$ cat src/rtl/tt_mux_pkg.sv
// rtl/tt_mux_pkg.sv - shared state encoding and bus field offsets for the project mux
package tt_mux_pkg;

    typedef enum logic [2:0] {
        ST_IDLE,
        ST_QUIESCE,
        ST_SWITCH,
        ST_RESET,
        ST_RUN
    } mux_state_t;

    localparam int ADDR_W = 5;

    // Shared input bus fanned out to every project: {uio_in, ui_in, proj_rst_n, proj_clk}
    localparam int IW_CLK = 0;
    localparam int IW_RST = 1;
    localparam int IW_UI  = 2;
    localparam int IW_UIO = 10;
    localparam int IW_W   = 18;

    // Per-project output slice: {uio_oe, uio_out, uo_out}
    localparam int OW_UO      = 0;
    localparam int OW_UIO_OUT = 8;
    localparam int OW_UIO_OE  = 16;
    localparam int OW_W       = 24;

    localparam int QUIESCE_CYCLES = 2;

endpackage

$ cat src/rtl/tt_mux_out_sel.sv
// rtl/tt_mux_out_sel.sv - selects one project's output slice and registers it onto the pads
module tt_mux_out_sel
    import tt_mux_pkg::*;
#(
    parameter int NUM_PROJ = 4
) (
    input  logic                       clk,
    input  logic                       rst_n,
    input  logic [OW_W*NUM_PROJ-1:0]   ow_bus,
    input  logic [ADDR_W-1:0]          sel,
    input  logic                       run,
    output logic [7:0]                 uo_out,
    output logic [7:0]                 uio_out,
    output logic [7:0]                 uio_oe
);

    logic [OW_W-1:0] slice;

    // Explicit compare-and-pick so unselected slices can never leak X onto the pads
    always_comb begin
        slice = '0;
        for (int p = 0; p < NUM_PROJ; p++) begin
            if (sel == ADDR_W'(p)) begin
                slice = ow_bus[p*OW_W +: OW_W];
            end
        end
    end

    always_ff @(posedge clk or negedge rst_n) begin
        if (!rst_n) begin
            uo_out  <= '0;
            uio_out <= '0;
            uio_oe  <= '0;
        end else if (run) begin
            uo_out  <= slice[OW_UO      +: 8];
            uio_out <= slice[OW_UIO_OUT +: 8];
            uio_oe  <= slice[OW_UIO_OE  +: 8];
        end else begin
            uo_out  <= '0;
            uio_out <= '0;
            uio_oe  <= '0;
        end
    end

endmodule

$ cat src/rtl/tt_mux_ctrl.sv
// rtl/tt_mux_ctrl.sv - project select FSM: quiesce, switch, reset and run one of NUM_PROJ projects
module tt_mux_ctrl
    import tt_mux_pkg::*;
#(
    parameter int NUM_PROJ   = 4,
    parameter int RST_CYCLES = 8
) (
    input  logic                       clk,
    input  logic                       rst_n,
    input  logic                       sel_req,
    input  logic                       sel_off,
    input  logic [ADDR_W-1:0]          sel_addr,
    input  logic                       proj_clk,
    input  logic [7:0]                 ui_in,
    input  logic [7:0]                 uio_in,
    input  logic [OW_W*NUM_PROJ-1:0]   ow_bus,
    output logic [IW_W-1:0]            iw,
    output logic [NUM_PROJ-1:0]        ena,
    output logic [7:0]                 uo_out,
    output logic [7:0]                 uio_out,
    output logic [7:0]                 uio_oe,
    output logic [ADDR_W-1:0]          cur_addr,
    output logic                       active,
    output logic                       sel_busy,
    output logic                       sel_err
);

    localparam logic [NUM_PROJ-1:0] ENA_ONE = NUM_PROJ'(1);

    mux_state_t        state;
    logic [7:0]        cnt;
    logic [ADDR_W-1:0] req_addr;
    logic              req_off;
    logic              proj_rst_n;
    logic              addr_ok;

    assign addr_ok = int'(sel_addr) < NUM_PROJ;

    assign iw[IW_CLK]      = proj_clk;
    assign iw[IW_RST]      = proj_rst_n;
    assign iw[IW_UI  +: 8] = ui_in;
    assign iw[IW_UIO +: 8] = uio_in;

    always_ff @(posedge clk or negedge rst_n) begin
        if (!rst_n) begin
            state      <= ST_IDLE;
            ena        <= '0;
            proj_rst_n <= 1'b0;
            cur_addr   <= '0;
            active     <= 1'b0;
            sel_busy   <= 1'b0;
            sel_err    <= 1'b0;
            cnt        <= '0;
            req_addr   <= '0;
            req_off    <= 1'b0;
        end else begin
            sel_err <= 1'b0;
            case (state)
                ST_IDLE: begin
                    // Nothing is running, so there is nothing to quiesce and sel_off has no meaning
                    if (sel_req && !sel_off) begin
                        if (addr_ok) begin
                            state    <= ST_SWITCH;
                            req_addr <= sel_addr;
                            req_off  <= 1'b0;
                            sel_busy <= 1'b1;
                        end else begin
                            sel_err <= 1'b1;
                        end
                    end
                end
                ST_RUN: begin
                    if (sel_off || sel_req) begin
                        if (sel_off || addr_ok) begin
                            state      <= ST_QUIESCE;
                            req_off    <= sel_off;
                            req_addr   <= sel_off ? cur_addr : sel_addr;
                            cnt        <= '0;
                            proj_rst_n <= 1'b0;
                            active     <= 1'b0;
                            sel_busy   <= 1'b1;
                        end else begin
                            sel_err <= 1'b1;
                        end
                    end
                end
                ST_QUIESCE: begin
                    if (cnt == 8'(QUIESCE_CYCLES - 1)) begin
                        state <= ST_SWITCH;
                        ena   <= '0;
                    end else begin
                        cnt <= cnt + 8'd1;
                    end
                end
                ST_SWITCH: begin
                    cur_addr <= req_addr;
                    if (req_off) begin
                        state    <= ST_IDLE;
                        sel_busy <= 1'b0;
                    end else begin
                        state <= ST_RESET;
                        ena   <= ENA_ONE << req_addr;
                        cnt   <= '0;
                    end
                end
                ST_RESET: begin
                    if (cnt == 8'(RST_CYCLES - 1)) begin
                        state      <= ST_RUN;
                        proj_rst_n <= 1'b1;
                        active     <= 1'b1;
                        sel_busy   <= 1'b0;
                    end else begin
                        cnt <= cnt + 8'd1;
                    end
                end
                default: begin
                    state <= ST_IDLE;
                    ena   <= '0;
                end
            endcase
        end
    end

    // active is high exactly while in RUN, which is the pad gating condition
    tt_mux_out_sel #(
        .NUM_PROJ (NUM_PROJ)
    ) u_out_sel (
        .clk     (clk),
        .rst_n   (rst_n),
        .ow_bus  (ow_bus),
        .sel     (cur_addr),
        .run     (active),
        .uo_out  (uo_out),
        .uio_out (uio_out),
        .uio_oe  (uio_oe)
    );

endmodule

$ cat config.mk
export PLATFORM = sky130hd
export DESIGN_NAME = tt_mux_ctrl
export DESIGN_NICKNAME = d
export VERILOG_FILES = /design/src/rtl/tt_mux_pkg.sv /design/src/rtl/tt_mux_out_sel.sv /design/src/rtl/tt_mux_ctrl.sv
export SDC_FILE = /design/constraint.sdc
export NUM_CORES = 1
export LEC_CHECK = 0
export CORE_MARGIN = 5
export CORE_UTILIZATION = 35
export DETAILED_ROUTE_END_ITERATION = 10
export HOLD_SLACK_MARGIN = 0.05
export MAX_ROUTING_LAYER = met4
export PLACE_DENSITY = 0.81
export SLEW_MARGIN = 25
export SYNTH_ARGS = -nofsm -noshare
export SYNTH_HDL_FRONTEND = slang
export SYNTH_SLANG_ARGS = --single-unit
export TNS_END_PERCENT = 5
$ cat constraint.sdc
create_clock -name clk -period 2.05 [get_ports clk]
set_input_delay 0.205 -clock clk [delete_from_list [all_inputs] [get_ports clk]]
set_output_delay 0.205 -clock clk [all_outputs]
set_load 0.02 [all_outputs]
Yosys cells after proc, flatten, opt, wreduce, memory -nomap -nowiden
Index checks and enable logic that the tools add are counted.
{ "op_classes": {"n_addsub": 1, "order_cmp": 1, "n_eq_ne": 19, "n_shift": 1, "mux": 51, "bitwise": 1, "reduce_logical": 17} }
{ "ops": {"columns": ["op", "n"], "rows": [
  ["two-way mux 24 bit", 4],
  ["two-way mux 8 bit", 8],
  ["case mux 8 bit (4 select lines)", 1],
  ["two-way mux 5 bit", 5],
  ["!= test 2 bit, second input constant", 10],
  ["two-way mux 3 bit", 6],
  ["two-way mux 1 bit", 17],
  ["case mux 3 bit (5 select lines)", 1],
  ["case mux 4 bit (3 select lines)", 1],
  ["AND reduction 6 bit", 2],
  ["== test 5 x 2 -> 1 bit, second input constant", 2],
  ["case mux 5 bit (2 select lines)", 1],
  ["adder 8 x 1 -> 8 bit, second input constant", 1],
  ["== test 8 x 1 -> 1 bit, second input constant", 1],
  ["== test 8 x 3 -> 1 bit, second input constant", 1],
  ["two-way mux 4 bit", 2],
  ["nonzero test 4 bit", 2],
  ["AND reduction 7 bit", 1],
  ["== test 3 x 2 -> 1 bit, second input constant", 2],
  ["case mux 1 bit (2 select lines)", 3],
  ["== test 5 x 1 -> 1 bit, second input constant", 1],
  ["zero test 5 bit", 1],
  ["less-than comparator 5 x 3 -> 1 bit, second input constant", 1],
  ["AND reduction 5 bit", 1],
  ["14 further kinds", 16]
]} }
{ "word_totals": {"register_bits": 53} }

Depth between registers and ports, before layout
Gate-level depths: netlist of run 1.
{ "logic_depth": {"depth_word": 6, "depth_mapped": 7} }

Cells and area by module
Synthesis of run 1 repeated with hierarchy kept, for this count alone.
{ "unflattened": {"hier_cells": 300, "hier_area_um2": 3119.2} }
{ "by_module_without_submodules": {"columns": ["mod", "n_inst", "cells_per_inst", "area_per_inst_um2", "seq_area_each_um2"], "rows": [
  ["tt_mux_ctrl", 1, 160, 1671.6, 725.7],
  ["tt_mux_out_sel", 1, 140, 1447.6, 600.6]
]} }

Worst setup path after synthesis of run 1
Ideal clock, no wire load.
{ "synth_path": {"path_type": "reg-to-reg", "startpoint": "register cnt[1]", "endpoint": "register cnt[3]", "setup_ns": 0.087, "arrival_ns": 1.942, "required_ns": 1.963, "slack_ns": 0.021, "stages_incl_launch_ff": 8, "path_buffers": 1, "period_less_slack_ns": 2.029, "path_cell_list": "dfrtp_1 -> inv_1 -> ha_1 -> or3b_2 -> a211o_4 -> o221a_1 -> buf_6 -> o221ai_2"} }
{ "synth_via": {"elab_chain_len": 3, "elab_cells_between_ends": 9, "classes_between": "1 x add/sub; 4 x eq/ne; 3 x mux; 1 x reduce/logical"} }
{ "synth_rtl": {"columns": ["item", "line_no", "source"], "rows": [
  ["start: declaration", "tt_mux_ctrl.sv:31", "logic [7:0] cnt;"],
  ["start signal: assignment", "tt_mux_ctrl.sv:92", "cnt <= cnt + 8'd1;"],
  ["start signal: assignment", "tt_mux_ctrl.sv:113", "cnt <= cnt + 8'd1;"],
  ["adder 8 x 1 -> 8 bit, or another cell as far along", "tt_mux_ctrl.sv:92, tt_mux_ctrl.sv:113", null],
  ["two-way mux 8 bit, or another cell as far along", "tt_mux_ctrl.sv:107", "if (cnt == 8'(RST_CYCLES - 1)) begin"],
  ["case mux 8 bit (4 select lines) / AND reduction 6 bit (equally long branches)", null, null]
]} }
Parallel ways exist; a longest one is shown, timed or not. The select of a mux whose other input is x is not followed.
A chain may end at the register's enable or synchronous reset.

Final worst setup path of run 1
{ "layout_path": {"startpoint": "register cnt[4]", "endpoint": "register ena[2]"} }
{ "layout_via": {"elab_chain_len": 3} }
{ "layout_rtl": {"columns": ["item", "line_no", "source"], "rows": [
  ["== test 8 x 1 -> 1 bit", "tt_mux_ctrl.sv:88", "if (cnt == 8'(QUIESCE_CYCLES - 1)) begin"],
  ["!= test 2 bit (no source line)", null, null],
  ["AND reduction 3 bit (no source line)", null, null],
  ["end signal: assignment", "tt_mux_ctrl.sv:102", "ena <= ENA_ONE << req_addr;"],
  ["end: declaration", "tt_mux_ctrl.sv:18", "output logic [NUM_PROJ-1:0] ena,"]
]} }
No other way between the ends.

==> flow_metrics.tcl, run 1 <==
set metrics [dict create \
    synthesis.nets 429 \
    postSynth.asyncResetShare_pct 100.0 \
    syn2layout_area_growth_pct 54.89 \
    crit_required_ns 2.26 \
    ys_ff_latch 53 \
    cp.arrival_ns 2.14 \
    yosys_warnings 0 \
    skew_ns 0.01877 \
    viasPerCell 5.380 \
    ys.flop_type "dfrtp_1" \
    fp.dieW_um 103.0 \
    hold_path_class "input pin to output pin" \
    synth-simple-area-share_pct 13.09 \
    drtAntennaViolNets 0 \
    status "finished, final reports clean" \
    antenna_found_initial 0 \
    slew_headroom_pct 54.44 \
    yosysUniqueCellTypes 51 \
    drc 0 \
    drv_slew 0 \
    crit_slowest_cell "or4_4" \
    numPlacedInstances 538 \
    p_int_mw 3.750 \
    finalNetCount 563 \
    grt_max_degree 30 \
    crit_type "flop to flop" \
    synth-xor-area-share_pct 0 \
    antenna_cells_inserted 0 \
    endpoint_kind "flop" \
    fp.coreArea_sq_um 8593 \
    swShare_pct 41.11 \
    finalSetupViolations 0 \
    drv_cap 0 \
    synth_edf_count 0 \
    dp_slack_ns -0.1328 \
    syn_area_per_cell_sq_um 9.932 \
    track_usage_pct 18.46 \
    synth_area_sq_um 3029 \
    cts_inserted_buffers 5 \
    layout_common_cells "140 x clkdlybuf4s50_1, 53 x dfrtp_1, 26 x nor2_1" \
    seq_area_frac_synth_pct 43.78 \
    path_buf_inv 0 \
    grt_pass1_wl_um 14900 \
    via_count 2948 \
    synthAdderAreaFrac_pct 0.8261 \
    worst_ir_drop_vdd_uv 543.5 \
    cts-root-buf "clkbuf_8" \
    tns_ns 0 \
    critical-path-top-delay-family "simple AND/OR/NAND/NOR gates" \
    io_buffers 141 \
    clk_latency_ns 0.32 \
    cp_cell_sequence "or4_4, o31ai_1, o311ai_1, mux2_2" \
    period_share_pct 93.99 \
    drt_first_pass_iters 5 \
    min_period_ns 1.927 \
    p_seq_share_pct 26.8 \
    ios 176 \
    layoutNonFillerInstCount 548 \
    r2r_slack_ns 0.12 \
    rsz0062_at_grt "no" \
    drtIter0Drc 207 \
    max_stage_delay_ns 0.58 \
    power_frac_clock_pct 11.5 \
    p_switching_mw 2.618 \
    synthMuxAreaShare_pct 3.965 \
    max_freq_mhz 519.0 \
    clk_pin_slew_worst_paths_ns 0.11 \
    clockBufferDepth 2 \
    tightestPinTransition_ns 0.6727 \
    dieArea_sq_um 10620 \
    post-dp-hpwl_um 7705 \
    cp-start-kind "flop" \
    p_comb_share_pct 61.8 \
    power_leakage_nw 1.941 \
    power.density_nw_per_um2 1357 \
    final_common_cell "clkdlybuf4s50_1" \
    initial_core_util_pct 35.25 \
    htreeDepth 2 \
    synth_top_family_by_area "compound AO/OA/AOI/OAI gates" \
    place_congestion 0.9446 \
    syn_inst 305 \
    crit_path_max_fanout 5 \
    drive_gt1_share_pct 13.86 \
    synth_compound_area_share_pct 29.37 \
    fp.dieH_um 103.0 \
    setup_ws_ns 0.1232 \
    wl_per_cell_um 17.63 \
    cts_tree "built" \
    fill_cells 762 \
    overflow 0 \
    rows 34 \
    grt_pass1_vias 3066 \
    cts_setup_buffers 0 \
    cts_sinks 53 \
    finalWirelength_um 9659 \
    finalHoldViolCount 0 \
]
## path summary, 6_finish.rpt
path,start,cells past startpoint,endpoint
setup reg to reg,cnt[4]$_DFFE_PN0P_,4,ena[2]$_DFFE_PN0P_
hold / removal,uio_in[1],0,iw[11]
min in group asynchronous,rst_n,2,u_out_sel.uio_out[0]$_DFF_PN0_
hold reg to reg,ena[0]$_DFFE_PN0P_,1,ena[0]$_DFFE_PN0P_
max in group asynchronous,rst_n,3,cnt[6]$_DFFE_PN0P_
setup / recovery,cnt[4]$_DFFE_PN0P_,4,ena[2]$_DFFE_PN0P_
## cells in the mapped netlist (all sizes together) (3+ instances only)
cell | instances | area share (%)
a21o | 4 | 0.99
a21oi | 8 | 1.4
a222oi | 3 | 0.99
a22o | 24 | 6.9
a22oi | 22 | 5.5
buf | 21 | 5.1
clkbuf | 19 | 2.4
dfrtp | 53 | 44
inv | 12 | 1.5
mux2 | 8 | 3.0
mux2i | 3 | 0.99
nand2 | 13 | 1.6
nand2b | 3 | 0.62
nand3 | 6 | 0.99
nor2 | 26 | 3.2
nor2b | 3 | 0.62
nor3 | 5 | 0.83
nor3b | 4 | 1.2
nor4 | 3 | 0.83
o21a | 21 | 5.2
o21ai | 10 | 1.7
o221ai | 5 | 2.5
or4 | 3 | 0.91
## area by class of cell
type                            instances  area [sq um]  area share (%)
Timing Repair Buffer                  166          1597           34.03
Multi-Input combinational cell        201          1476           31.47
Sequential cell                        53          1326           28.27
Tap cell                              108         135.1           2.880
Clock buffer                            5         68.82           1.467
Inverter                               12         45.04          0.9600
Clock inverter                          3         43.79          0.9333
## sequential cells by signal, summed over array words and instances (netlist names)
name,count
cnt,8
proj_rst_n,1
state,3
req_addr,5
req_off,1
u_out_sel.uo_out,8
u_out_sel.uio_oe,8
cur_addr,5
sel_err,1
u_out_sel.uio_out,8
ena,4
sel_busy,1
## power groups by stage
stage,sequential [mW],clock [mW],combinational (mW)
6_report,1.70,0.732,3.93
4_1_cts,1.71,0.750,3.93
3_5_place_dp,1.73,0,3.83
5_1_grt,1.76,0.784,4.23
3_3_place_gp,1.71,0,3.75
2_1_floorplan,2.05,0,2.03
## kinds of logic after synthesis
logic type,after synthesis
AO/OA/AOI/OAI,111
adder cells (fa/ha/maj),2
buffers and inverters,52
flip-flops,53
multiplexers,11
AND/OR/NAND/NOR,76
## metrics by stage
stage	hold WS (ns)	area (sq um)	util (%)	power (mW)
floorplan	-0.09059	3029	-	4.078
global placement	0.2974	4539	52.82	5.466
detailed placement	0.3020	4539	52.82	5.567
CTS	0.4101	4684	54.51	6.389
global route	0.4101	4692	54.60	6.772
finish	0.4100	4692	54.60	6.368
## layer usage
| layer | wire length (um) | global-route usage [%] |
|---|---|---|
| met2 | 4925 | 31.38 |
| met5 | 0 | - |
| met1 | 3749 | 21.46 |
| met3 | 723 | 3.992 |
| met4 | 259 | 6.574 |
## what timing repair did
action,4_1_cts,5_1_grt
hold buffers,1,0
endpoints found under the hold margin,27,0
endpoints found under the setup margin,9,13
pin swaps,1,0
cloned,1,0
gates resized for setup,3,2
(Power assumes the default switching activity.)
==> inputs of run 2 (changes only) <==
CAP_MARGIN = 20   (was unset)
==> results of run 2 <==
The final DEF is identical to that of run 1; final timing and power are the same.
